<file path="src/rtl/elastic_pipeline.sv">
// Elastic delay line: STAGES registers with a valid bit per stage, bubble-collapsing
// valid/ready handshake, synchronous flush and a registered occupancy count.
module elastic_pipeline #(
   parameter int STAGES     = 4,
   parameter int DATA_WIDTH = 32
) (
   input  logic                        clk_in,
   input  logic                        rst_n_in,
   input  logic                        flush_in,
   input  logic                        in_valid,
   output logic                        in_ready,
   input  logic [DATA_WIDTH-1:0]       in_data,
   output logic                        out_valid,
   input  logic                        out_ready,
   output logic [DATA_WIDTH-1:0]       out_data,
   output logic [$clog2(STAGES+1)-1:0] occupancy
);
   localparam int OCC_W = $clog2(STAGES+1);

   logic [STAGES-1:0]     v_q, v_d;
   logic [STAGES-1:0]     adv, load;
   logic [DATA_WIDTH-1:0] d_q [STAGES];
   logic [DATA_WIDTH-1:0] d_d [STAGES];
   logic [OCC_W-1:0]      occ_q, occ_d;
   logic                  accept;

   // Advance ripples back from the drain; ready to the input is combinational from out_ready.
   always_comb begin
      adv = '0;
      adv[STAGES-1] = v_q[STAGES-1] & out_ready;
      for (int i = STAGES-2; i >= 0; i--) begin
         adv[i] = v_q[i] & (~v_q[i+1] | adv[i+1]);
      end
      load = ~v_q | adv;
   end

   assign in_ready = load[0] & ~flush_in;
   assign accept   = in_valid & in_ready;

   always_comb begin
      v_d = v_q;
      for (int i = 0; i < STAGES; i++) begin
         d_d[i] = d_q[i];
      end
      if (flush_in) begin
         v_d = '0;
      end else begin
         if (load[0]) begin
            v_d[0] = accept;
            if (accept) begin
               d_d[0] = in_data;
            end
         end
         for (int i = 1; i < STAGES; i++) begin
            if (load[i]) begin
               v_d[i] = adv[i-1];
            end
            if (adv[i-1]) begin
               d_d[i] = d_q[i-1];
            end
         end
      end
      occ_d = '0;
      for (int i = 0; i < STAGES; i++) begin
         occ_d = occ_d + OCC_W'(v_d[i]);
      end
   end

   always_ff @(posedge clk_in or negedge rst_n_in) begin
      if (!rst_n_in) begin
         v_q   <= '0;
         occ_q <= '0;
         for (int i = 0; i < STAGES; i++) begin
            d_q[i] <= '0;
         end
      end else begin
         v_q   <= v_d;
         occ_q <= occ_d;
         for (int i = 0; i < STAGES; i++) begin
            d_q[i] <= d_d[i];
         end
      end
   end

   assign out_valid = v_q[STAGES-1];
   assign out_data  = d_q[STAGES-1];
   assign occupancy = occ_q;
endmodule

</file>
<file path="config.mk">
export PLATFORM = sky130hd
export DESIGN_NAME = elastic_pipeline
export DESIGN_NICKNAME = d
export VERILOG_FILES = /design/src/rtl/elastic_pipeline.sv
export SDC_FILE = /design/constraint.sdc
export NUM_CORES = 1
export LEC_CHECK = 0
export CORE_MARGIN = 2
export CORE_UTILIZATION = 50
export DETAILED_ROUTE_END_ITERATION = 7
export DONT_BUFFER_PORTS = 1
export GPL_TIMING_DRIVEN = 0
export MAX_ROUTING_LAYER = met4
export SLEW_MARGIN = 20
export SYNTH_ARGS = -nofsm -noshare
export SYNTH_HDL_FRONTEND = slang
export SYNTH_SLANG_ARGS = --single-unit
</file>
<file path="constraint.sdc">
create_clock -name clk_in -period 2.5 [get_ports clk_in]
set_clock_uncertainty 0.05 [all_clocks]
set_input_delay 0.125 -clock clk_in [delete_from_list [all_inputs] [get_ports clk_in]]
set_output_delay 0.125 -clock clk_in [all_outputs]
set_load 0.1 [all_outputs]
</file>
Word-level counts from Yosys, hierarchy flattened
Cells that the tools add are included.
Word-level totals
  output and inout bits: 37
  memory bits (writable): 0
  logic and storage cells: 33
  bits in latches: 0
  input bits: 37
  ROM bits: 0
  memories: 0
  register bits after elaboration: 135
Operators by class
  equality and inequality tests: 0
  bitwise gates (word level): 15
  multiply operators: 0
  shift-type cells: 0
  div/mod/pow operators: 0
  add/subtract/negate cells: 3
  reduce and logical (&&, ||, !) cells: 4
  $lt $le $gt $ge: 0
  mux-type cells: 5
Operators with widths (count)
  $and A1 B1 Y1: 6
  $reduce_and A2 Y1: 3
  $mux W1: 4
  $mux W4: 1
  $not A1 Y1: 4
  $not A4 Y4: 1
  $or A4 B4 Y4: 1
  $add A2 B1 Y3: 1
  $add A3 B1 Y3: 1
  $or A1 B1 Y1: 3
  $reduce_and A3 Y1: 1
  $add A1 B1 Y2: 1

Depth between registers and ports, before layout
Gate-level depths: netlist of run 1.
  word-level depth: 15
  gate-level depth with buffers: 7
  gate-level depth less buffers: 7

Worst setup path before layout of run 1
OpenSTA, ideal clock, no wires.
  path type: reg2reg
  start: register v_q[3]
  end: register occ_q[1], in the netlist occupancy[1]
  path slack: -0.332 ns
  data required time: 2.324 ns
  cell stages (with the launch flop): 8
  clock period less this slack: 2.832 ns
  library setup time: 0.126 ns
  arrival time: 2.656 ns
  buffers on the path: 0
  path through: dfrtp_1 -> and4b_4 -> a21oi_1 -> or2_2 -> fa_1 -> inv_1 -> ha_1 -> ha_1
Between the ends
  longest elaborated chain between the ends: 15
  elaborated cells on any way between the ends: 20
  classes of those cells: 3 x add/sub; 5 x mux; 12 x bitwise
Ends and longest elaborated chain
  start, declared: RTL line 20  | logic [STAGES-1:0] v_q, v_d;
  start signal, assigned: RTL line 77  | v_q <= v_d;
  $and A1 B1 Y1 or $not A1 Y1 (tied branches): RTL line 30, 32
  $or A1 B1 Y1: RTL line 32  | adv[i] = v_q[i] & (~v_q[i+1] | adv[i+1]);
  $and A1 B1 Y1: RTL line 32
  $or A1 B1 Y1: RTL line 32
  $and A1 B1 Y1: RTL line 32
  $or A1 B1 Y1: RTL line 32
  $and A1 B1 Y1: RTL line 32
  $or A4 B4 Y4: RTL line 34  | load = ~v_q | adv;
  $and A1 B1 Y1: RTL line 37  | assign in_ready = load[0] & ~flush_in;
  $and A1 B1 Y1: RTL line 38  | assign accept = in_valid & in_ready;
  $mux W1: RTL line 48  | if (load[0]) begin
  $mux W4 *: RTL line 45  | if (flush_in) begin
  $add A1 B1 Y2: RTL line 65  | occ_d = occ_d + OCC_W'(v_d[i]);
  $add A2 B1 Y3: RTL line 65
  $add A3 B1 Y3 *: RTL line 65
  via occ_d[1]: RTL line 24  | logic [OCC_W-1:0] occ_q, occ_d;
  end signal, assigned: RTL line 72  | occ_q <= '0;
  end signal, assigned: RTL line 78  | occ_q <= occ_d;
  end, declared: RTL line 24
The timed path passes the listed nets; every way through them passes the cells marked *.
A chain may end at the register's enable or synchronous reset.

Worst setup path after layout of run 1
Same ends and word-level chain as after synthesis.

==> metrics.yaml, run 1 <==
status: "finished, violations left"
violations: "negative hold slack"
area_growth_pct: 21.91
slew_violations: 0
netlist_area_sq_um: 5454
clk_pin_slew_ns: 0.06
crit_path_end_kind: "flop"
rsz0062_at_grt: "yes"
hold_violations: 135
track_usage_pct: 17.96
worst_slew_margin_rel_pct: 41.19
synth_cells: 335
hold_buffers: 38
cp_top_family: "adder cells"
initial_core_util_pct: 50.76
max_freq_mhz: 408.2
ir_drop_uv: 684.8
synthesis.nets: 375
place.gp.congestion: 0.6924
setup_viol: 0
fin_nets: 433
layout-drive-gt1-share_pct: 51.72
fin_ws_ns: 0.04999
wire_per_inst_microns: 16.39
crit_top_cell: "ha_1"
synth-seq-cells: 135
antenna_found_initial: 0
syn_avg_cell_area_sq_um: 16.28
yosysUniqueCellTypes: 21
gr-total-overflow: 0
drtIter0Drc: 163
synth_top_area_share_pct: 61.94
synthTopCellsByArea: "dfrtp_1 (62%), mux2_2 (20%), mux2_4 (8.3%)"
seq_area_frac_synth_pct: 61.94
wl_microns: 8951
cts_buffer_depth: 2
finalNonFillerCells: 546
grt_pass1_vias: 2944
synth_warnings: 0
final_util_pct: 61.88
vias: 2727
maxCapViolCount: 0
layout_common_cells: "dfrtp_1 (134), mux2_2 (95), dlygate4sd3_1 (38)"
core_area_sq_um: 10750
worstPathRequired_ns: 2.85
clk_latency_ns: 0.52
ctsRootBufferMaster: "clkbuf_8"
dieArea_sq_um: 11760
startpoint_type: "flop"
crit_buf_inv: 1
fin_hold_ws_ns: -0.7490
pre_cts_ws_ns: -0.1281
num-fill-cells: 839
cts_tree: "done"
grt_pass1_wl_microns: 15040
worst-path-max-fanout: 5
pin_count: 74
dp_hpwl_microns: 5354
p_leak_nw: 3.157
min_path_type: "in -> async"
fin_crit_sh_pct: 98.00
tightest_slew_ns: 0.8828
path_cells: "and4b_4 > nor2_1 > or2_2 > fa_1 > inv_1 > ha_1 > ha_1"
n_antenna_cell: 0
dieWidth_microns: 108.4
critical_path_arrival_ns: 2.80
layout_min_cycle_time_ns: 2.450
slowest_stage: "dfrtp_4"
p_per_area_nw_per_um2: 1246
cts_sinks: 135
grt_max_degree: 136
fp-row-count: 38
drt-vias-per-instance: 4.995
drtPass1Iterations: 4
synth_area_leader_cell: "dfrtp_1"
die_h_microns: 108.4
worst_path_largest_cell_delay_ns: 0.61
portBuffers: 0
cts_htree_levels: 4
final_common_cell: "dfrtp_1"
fin_setup_tns_ns: 0
dp_cells: 475
cts_buffers: 17
path_class: "reg -> reg"
drc: 0
ant_nets: 0
[flip-flops by register name, summed over array words and instances, names as in the netlist]
register   count
out_data      32
d_q           96
v_q            4
occupancy      3
[kinds of logic (layout without fill, tap and decap cells)]
kind of cell    Yosys count  in the layout  share of synthesized area, %
compound gates            5              5                        0.5277
fa+ha+maj                 3              3                        0.8258
simple gates             14             14                         1.560
mux                     128            128                         28.49
flops                   135            135                         61.94
buf+inv                  50            121                         6.653
[worst register-to-register path: stages (launching register included)]
cell	delay [ns]
dfrtp_4	0.61
and4b_4	0.35
nor2_1	0.08
or2_2	0.29
fa_1	0.48
inv_1	0.04
ha_1	0.17
ha_1	0.26
[through the flow]
step	area [sq um]	power (mW)	hold WS, ns
6_report	6649	8.285	-0.7490
5_1_grt	6649	8.652	-0.7861
4_1_cts	6631	8.383	-0.7759
3_5_place_dp	5634	5.751	-0.2174
3_3_place_gp	5634	5.681	-0.2174
2_1_floorplan	5459	5.534	-0.2206
[what timing repair did]
action                                  in CTS  in global routing
buffers inserted                             0                  1
endpoints found under the setup margin       3                  2
endpoints found under the hold margin      173                135
pin swaps                                    1                  2
gates cloned                                 0                  0
gates resized for setup                      3                  3
[synth_stat cells]
| master | n |
|---|---|
| dfrtp_1 | 135 |
| mux2_2 | 95 |
| buf_4 | 32 |
| mux2_4 | 30 |
| buf_2 | 7 |
| buf_6 | 6 |
| nor2_1 | 6 |
| a21oi_1 | 4 |
| inv_1 | 3 |
| mux2_1 | 3 |
| or2_2 | 3 |
| ha_1 | 2 |
| a211o_1 | 1 |
| and4b_4 | 1 |
| clkbuf_1 | 1 |
| clkbuf_2 | 1 |
| fa_1 | 1 |
| nand2b_1 | 1 |
| nor2b_1 | 1 |
| or3b_1 | 1 |
| or3b_2 | 1 |
[final timing paths]
path | slack [ns] | end | cells past startpoint | startpoint
worst max register to register | 0.05 | occupancy[1]$_DFF_PN0_ | 7 | v_q[3]$_DFF_PN0_
max in group asynchronous | 2.94 | v_q[3]$_DFF_PN0_ | 0 | rst_n_in
worst max-delay path | 0.05 | occupancy[1]$_DFF_PN0_ | 7 | v_q[3]$_DFF_PN0_
worst min-delay path | -0.75 | out_data[1]$_DFFE_PN0P_ | 0 | rst_n_in
worst min register to register | 0.43 | out_data[6]$_DFFE_PN0P_ | 1 | d_q[38]$_DFFE_PN0P_
min in group clk_in | 0.05 | out_data[0]$_DFFE_PN0P_ | 3 | flush_in
[layer usage]
metal / GRT usage, % / vias up / share of wire, %
met4: 6.044 / 0 / 1.4
li1: - / 1252 / -
met1: 22.21 / 1415 / 45
met5: - / - / 0
met2: 27.28 / 51 / 50
met3: 6.811 / 9 / 4.3
[report_power, final]
group,internal (mW),leakage [nW],switching (mW),total (mW)
Clock,1.67,0.296,0.865,2.53
Sequential,2.82,1.66,0.347,3.17
Combinational,0.844,1.21,1.74,2.58
Total,5.33,3.16,2.95,8.28
[area by class of cell]
class / count / area [sq um] / share of cell area, %
tap: 140 / 175.2 / 2.635
timing repair buffer: 39 / 387.9 / 5.834
multi-input combinational: 150 / 1737 / 26.12
buffer: 47 / 351.6 / 5.288
sequential: 135 / 3382 / 50.87
clock inverter: 9 / 147.6 / 2.221
inverter: 3 / 11.26 / 0.1694
clock buffer: 23 / 456.7 / 6.869
No activity file was read; power rests on OpenSTA's default activity.
==> run 2: changes to the inputs <==
==> constraint.sdc (replaced) <==
create_clock -name clk_in -period 2.5 [get_ports clk_in]
set_clock_uncertainty 0.05 [all_clocks]
set_input_delay 0.125 -clock clk_in [delete_from_list [all_inputs] [get_ports clk_in]]
set_output_delay 0.125 -clock clk_in [all_outputs]
set_load 0.01 [all_outputs]
==> metrics.yaml, run 2 (synthesis results as in run 1) <==
status: "finished, violations left"  # unchanged
violations: "negative hold slack"  # unchanged
fin_nets: 434  # was 433
clk_pin_slew_ns: 0.06  # about the same
layout-drive-gt1-share_pct: 49.75  # was 51.72%
power.total_mw: 6.688  # was 8.285 mW
crit-reg2reg-launch: "v_q[3]$_DFF_PN0_"  # unchanged
path_class: "reg -> reg"  # unchanged
initial_core_util_pct: 50.76  # unchanged
cts_buffer_depth: 2  # unchanged
layout_common_cells: "dfrtp_1 (135), mux2_2 (95), dlygate4sd3_1 (40)"  # was dfrtp_1 (134), mux2_2 (95), dlygate4sd3_1 (38)
hold_violations: 135  # unchanged
drc: 0  # unchanged
maxCapViolCount: 0  # unchanged
crit_path_end_kind: "flop"  # unchanged
wire_per_inst_microns: 15.82  # was 16.39 microns
drtPass1Iterations: 4  # unchanged
cts_buffers: 17  # unchanged
post_cts_buffers: 0  # unchanged
post_cts_resized: 0  # was 3
die_h_microns: 108.4  # unchanged
track_usage_pct: 17.16  # was 17.96%
critical_path_arrival_ns: 2.62  # was 2.80 ns
reg2reg_to: "occupancy[1]$_DFF_PN0_"  # unchanged
slew_violations: 0  # unchanged
place.gp.congestion: 0.6836  # was 0.6924
n_antenna_cell: 0  # unchanged
ant_nets: 0  # unchanged
path_depth: 7  # unchanged
fp-row-count: 38  # unchanged
dp_hpwl_microns: 5280  # was 5354 microns
setup_viol: 0  # unchanged
cts_tree: "done"  # unchanged
fin_hold_ws_ns: -0.7477  # was -0.7490 ns
ff2ff_path_depth: 7  # unchanged
crit_buf_inv: 1  # unchanged
fin_setup_tns_ns: 0  # unchanged
pin_count: 74  # unchanged
min_path_type: "in -> async"  # unchanged
cp_top_family: "adder cells"  # unchanged
grt_pass1_wl_microns: 14320  # was 15040 microns
area_growth_pct: 21.06  # was 21.91%
slowest_stage: "fa_1"  # was dfrtp_4
ctsRootBufferMaster: "clkbuf_8"  # unchanged
final_util_pct: 61.45  # was 61.88%
antenna_found_initial: 0  # unchanged
p_leak_nw: 3.145  # was 3.157 nW
wl_microns: 8637  # was 8951 microns
clk_latency_ns: 0.52  # about the same
cts_htree_levels: 4  # unchanged
tightest_slew_ns: 0.5216  # was 0.8828 ns
drtIter0Drc: 101  # was 163
max_freq_mhz: 440.9  # was 408.2 MHz
fin_crit_sh_pct: 90.73  # was 98.00%
startpoint_type: "flop"  # unchanged
gr-total-overflow: 0  # unchanged
regMostFlops: "d_q"  # unchanged
core_area_sq_um: 10750  # unchanged
grt_pass1_vias: 2797  # was 2944
worst-path-max-fanout: 5  # unchanged
reg2reg_slack_ns: 0.23  # was 0.05 ns
rsz0062_at_grt: "no"  # was yes
grt_max_degree: 136  # unchanged
ir_drop_uv: 630.1  # was 684.8 uV
path_cells: "and4b_4 > a21oi_1 > or2_2 > fa_1 > inv_1 > ha_1 > ha_1"  # was and4b_4 > nor2_1 > or2_2 > fa_1 > inv_1 > ha_1 > ha_1
dieWidth_microns: 108.4  # unchanged
crit_top_cell: "ha_1"  # unchanged
dieArea_sq_um: 11760  # unchanged
vias: 2687  # was 2727
cts_sinks: 135  # unchanged
largest_reg_flops: 96  # unchanged
drt-vias-per-instance: 4.921  # was 4.995
portBuffers: 0  # unchanged
worst_path_largest_cell_delay_ns: 0.53  # was 0.61 ns
endpoint: "occupancy[1]$_DFF_PN0_"  # unchanged
worst_slew_margin_rel_pct: 65.23  # was 41.19%
layout_min_cycle_time_ns: 2.268  # was 2.450 ns
num-fill-cells: 844  # was 839
p_per_area_nw_per_um2: 1013  # was 1246 nW/um^2
final_common_cell: "dfrtp_1"  # unchanged
crit_path_start: "v_q[3]$_DFF_PN0_"  # unchanged
hold_buffers: 40  # was 38
worstPathRequired_ns: 2.85  # about the same
[run 2: cell count changes in the layout (fill, tap and decap cells not counted), sizes merged]
cell and change:
clkinv -4, clkinvlp -1, bufinv -3, dlygate4sd3 +2, clkbuf +7, buf -1
[run 2: worst register-to-register path: cells and delay by family, from the launching register on]
kind / cells / cell delay [ns]
simple gates: 2 / 0.59
flops: 1 / 0.43
fa+ha+maj: 3 / 0.96
buf+inv: 1 / 0.04
compound gates: 1 / 0.08
[run 2: how the worst min path moves through the flow]
| stage | from | endpoint | slack, ns | cells after the start |
|---|---|---|---|---|
| after detailed placement | rst_n_in | out_data[24]$_DFFE_PN0P_ | -0.22 | 0 |
| after global placement | rst_n_in | out_data[25]$_DFFE_PN0P_ | -0.22 | 0 |
| after CTS | rst_n_in | out_data[26]$_DFFE_PN0P_ | -0.79 | 0 |
| final | rst_n_in | out_data[24]$_DFFE_PN0P_ | -0.75 | 0 |
| after floorplan | rst_n_in | d_q[100]$_DFFE_PN0P_ | -0.22 | 0 |
| after global routing | rst_n_in | out_data[24]$_DFFE_PN0P_ | -0.79 | 0 |
[run 2: final cells by class]
class / instances / area, sq um / area share, %
inverter: 3 / 11.26 / 0.1706
multi-input combinational: 150 / 1713 / 25.94
tap: 140 / 175.2 / 2.653
timing repair buffer: 40 / 400.4 / 6.064
buffer: 47 / 351.6 / 5.325
clock inverter: 1 / 30.03 / 0.4548
clock buffer: 30 / 543.0 / 8.224
sequential: 135 / 3378 / 51.17
[run 2: power by group]
part           internal (mW)  switching [mW]  leakage (nW)  total, mW
clock network           1.53           0.819         0.282       2.35
logic                  0.832           0.369          1.21       1.20
registers               2.82           0.317          1.66       3.14
[run 2: layer usage]
metal | vias to the layer above | GRT usage, % | routed length [microns]
li1 | 1252 | - | -
met1 | 1373 | 22.27 | 3992
met2 | 58 | 23.84 | 4192
met3 | 4 | 6.992 | 399
met4 | 0 | 7.143 | 52
met5 | - | - | 0
[run 2: metrics by stage]
stage | worst slack, ns | instances | hold slack, ns | area [sq um]
after floorplan | 0.3434 | 335 | -0.2206 | 5454
after global placement | 0.2434 | 475 | -0.2173 | 5629
after detailed placement | 0.2431 | 475 | -0.2177 | 5629
after CTS | 0.2321 | 546 | -0.7888 | 6603
after global routing | 0.1464 | 546 | -0.7943 | 6603
final | 0.2317 | 546 | -0.7477 | 6603
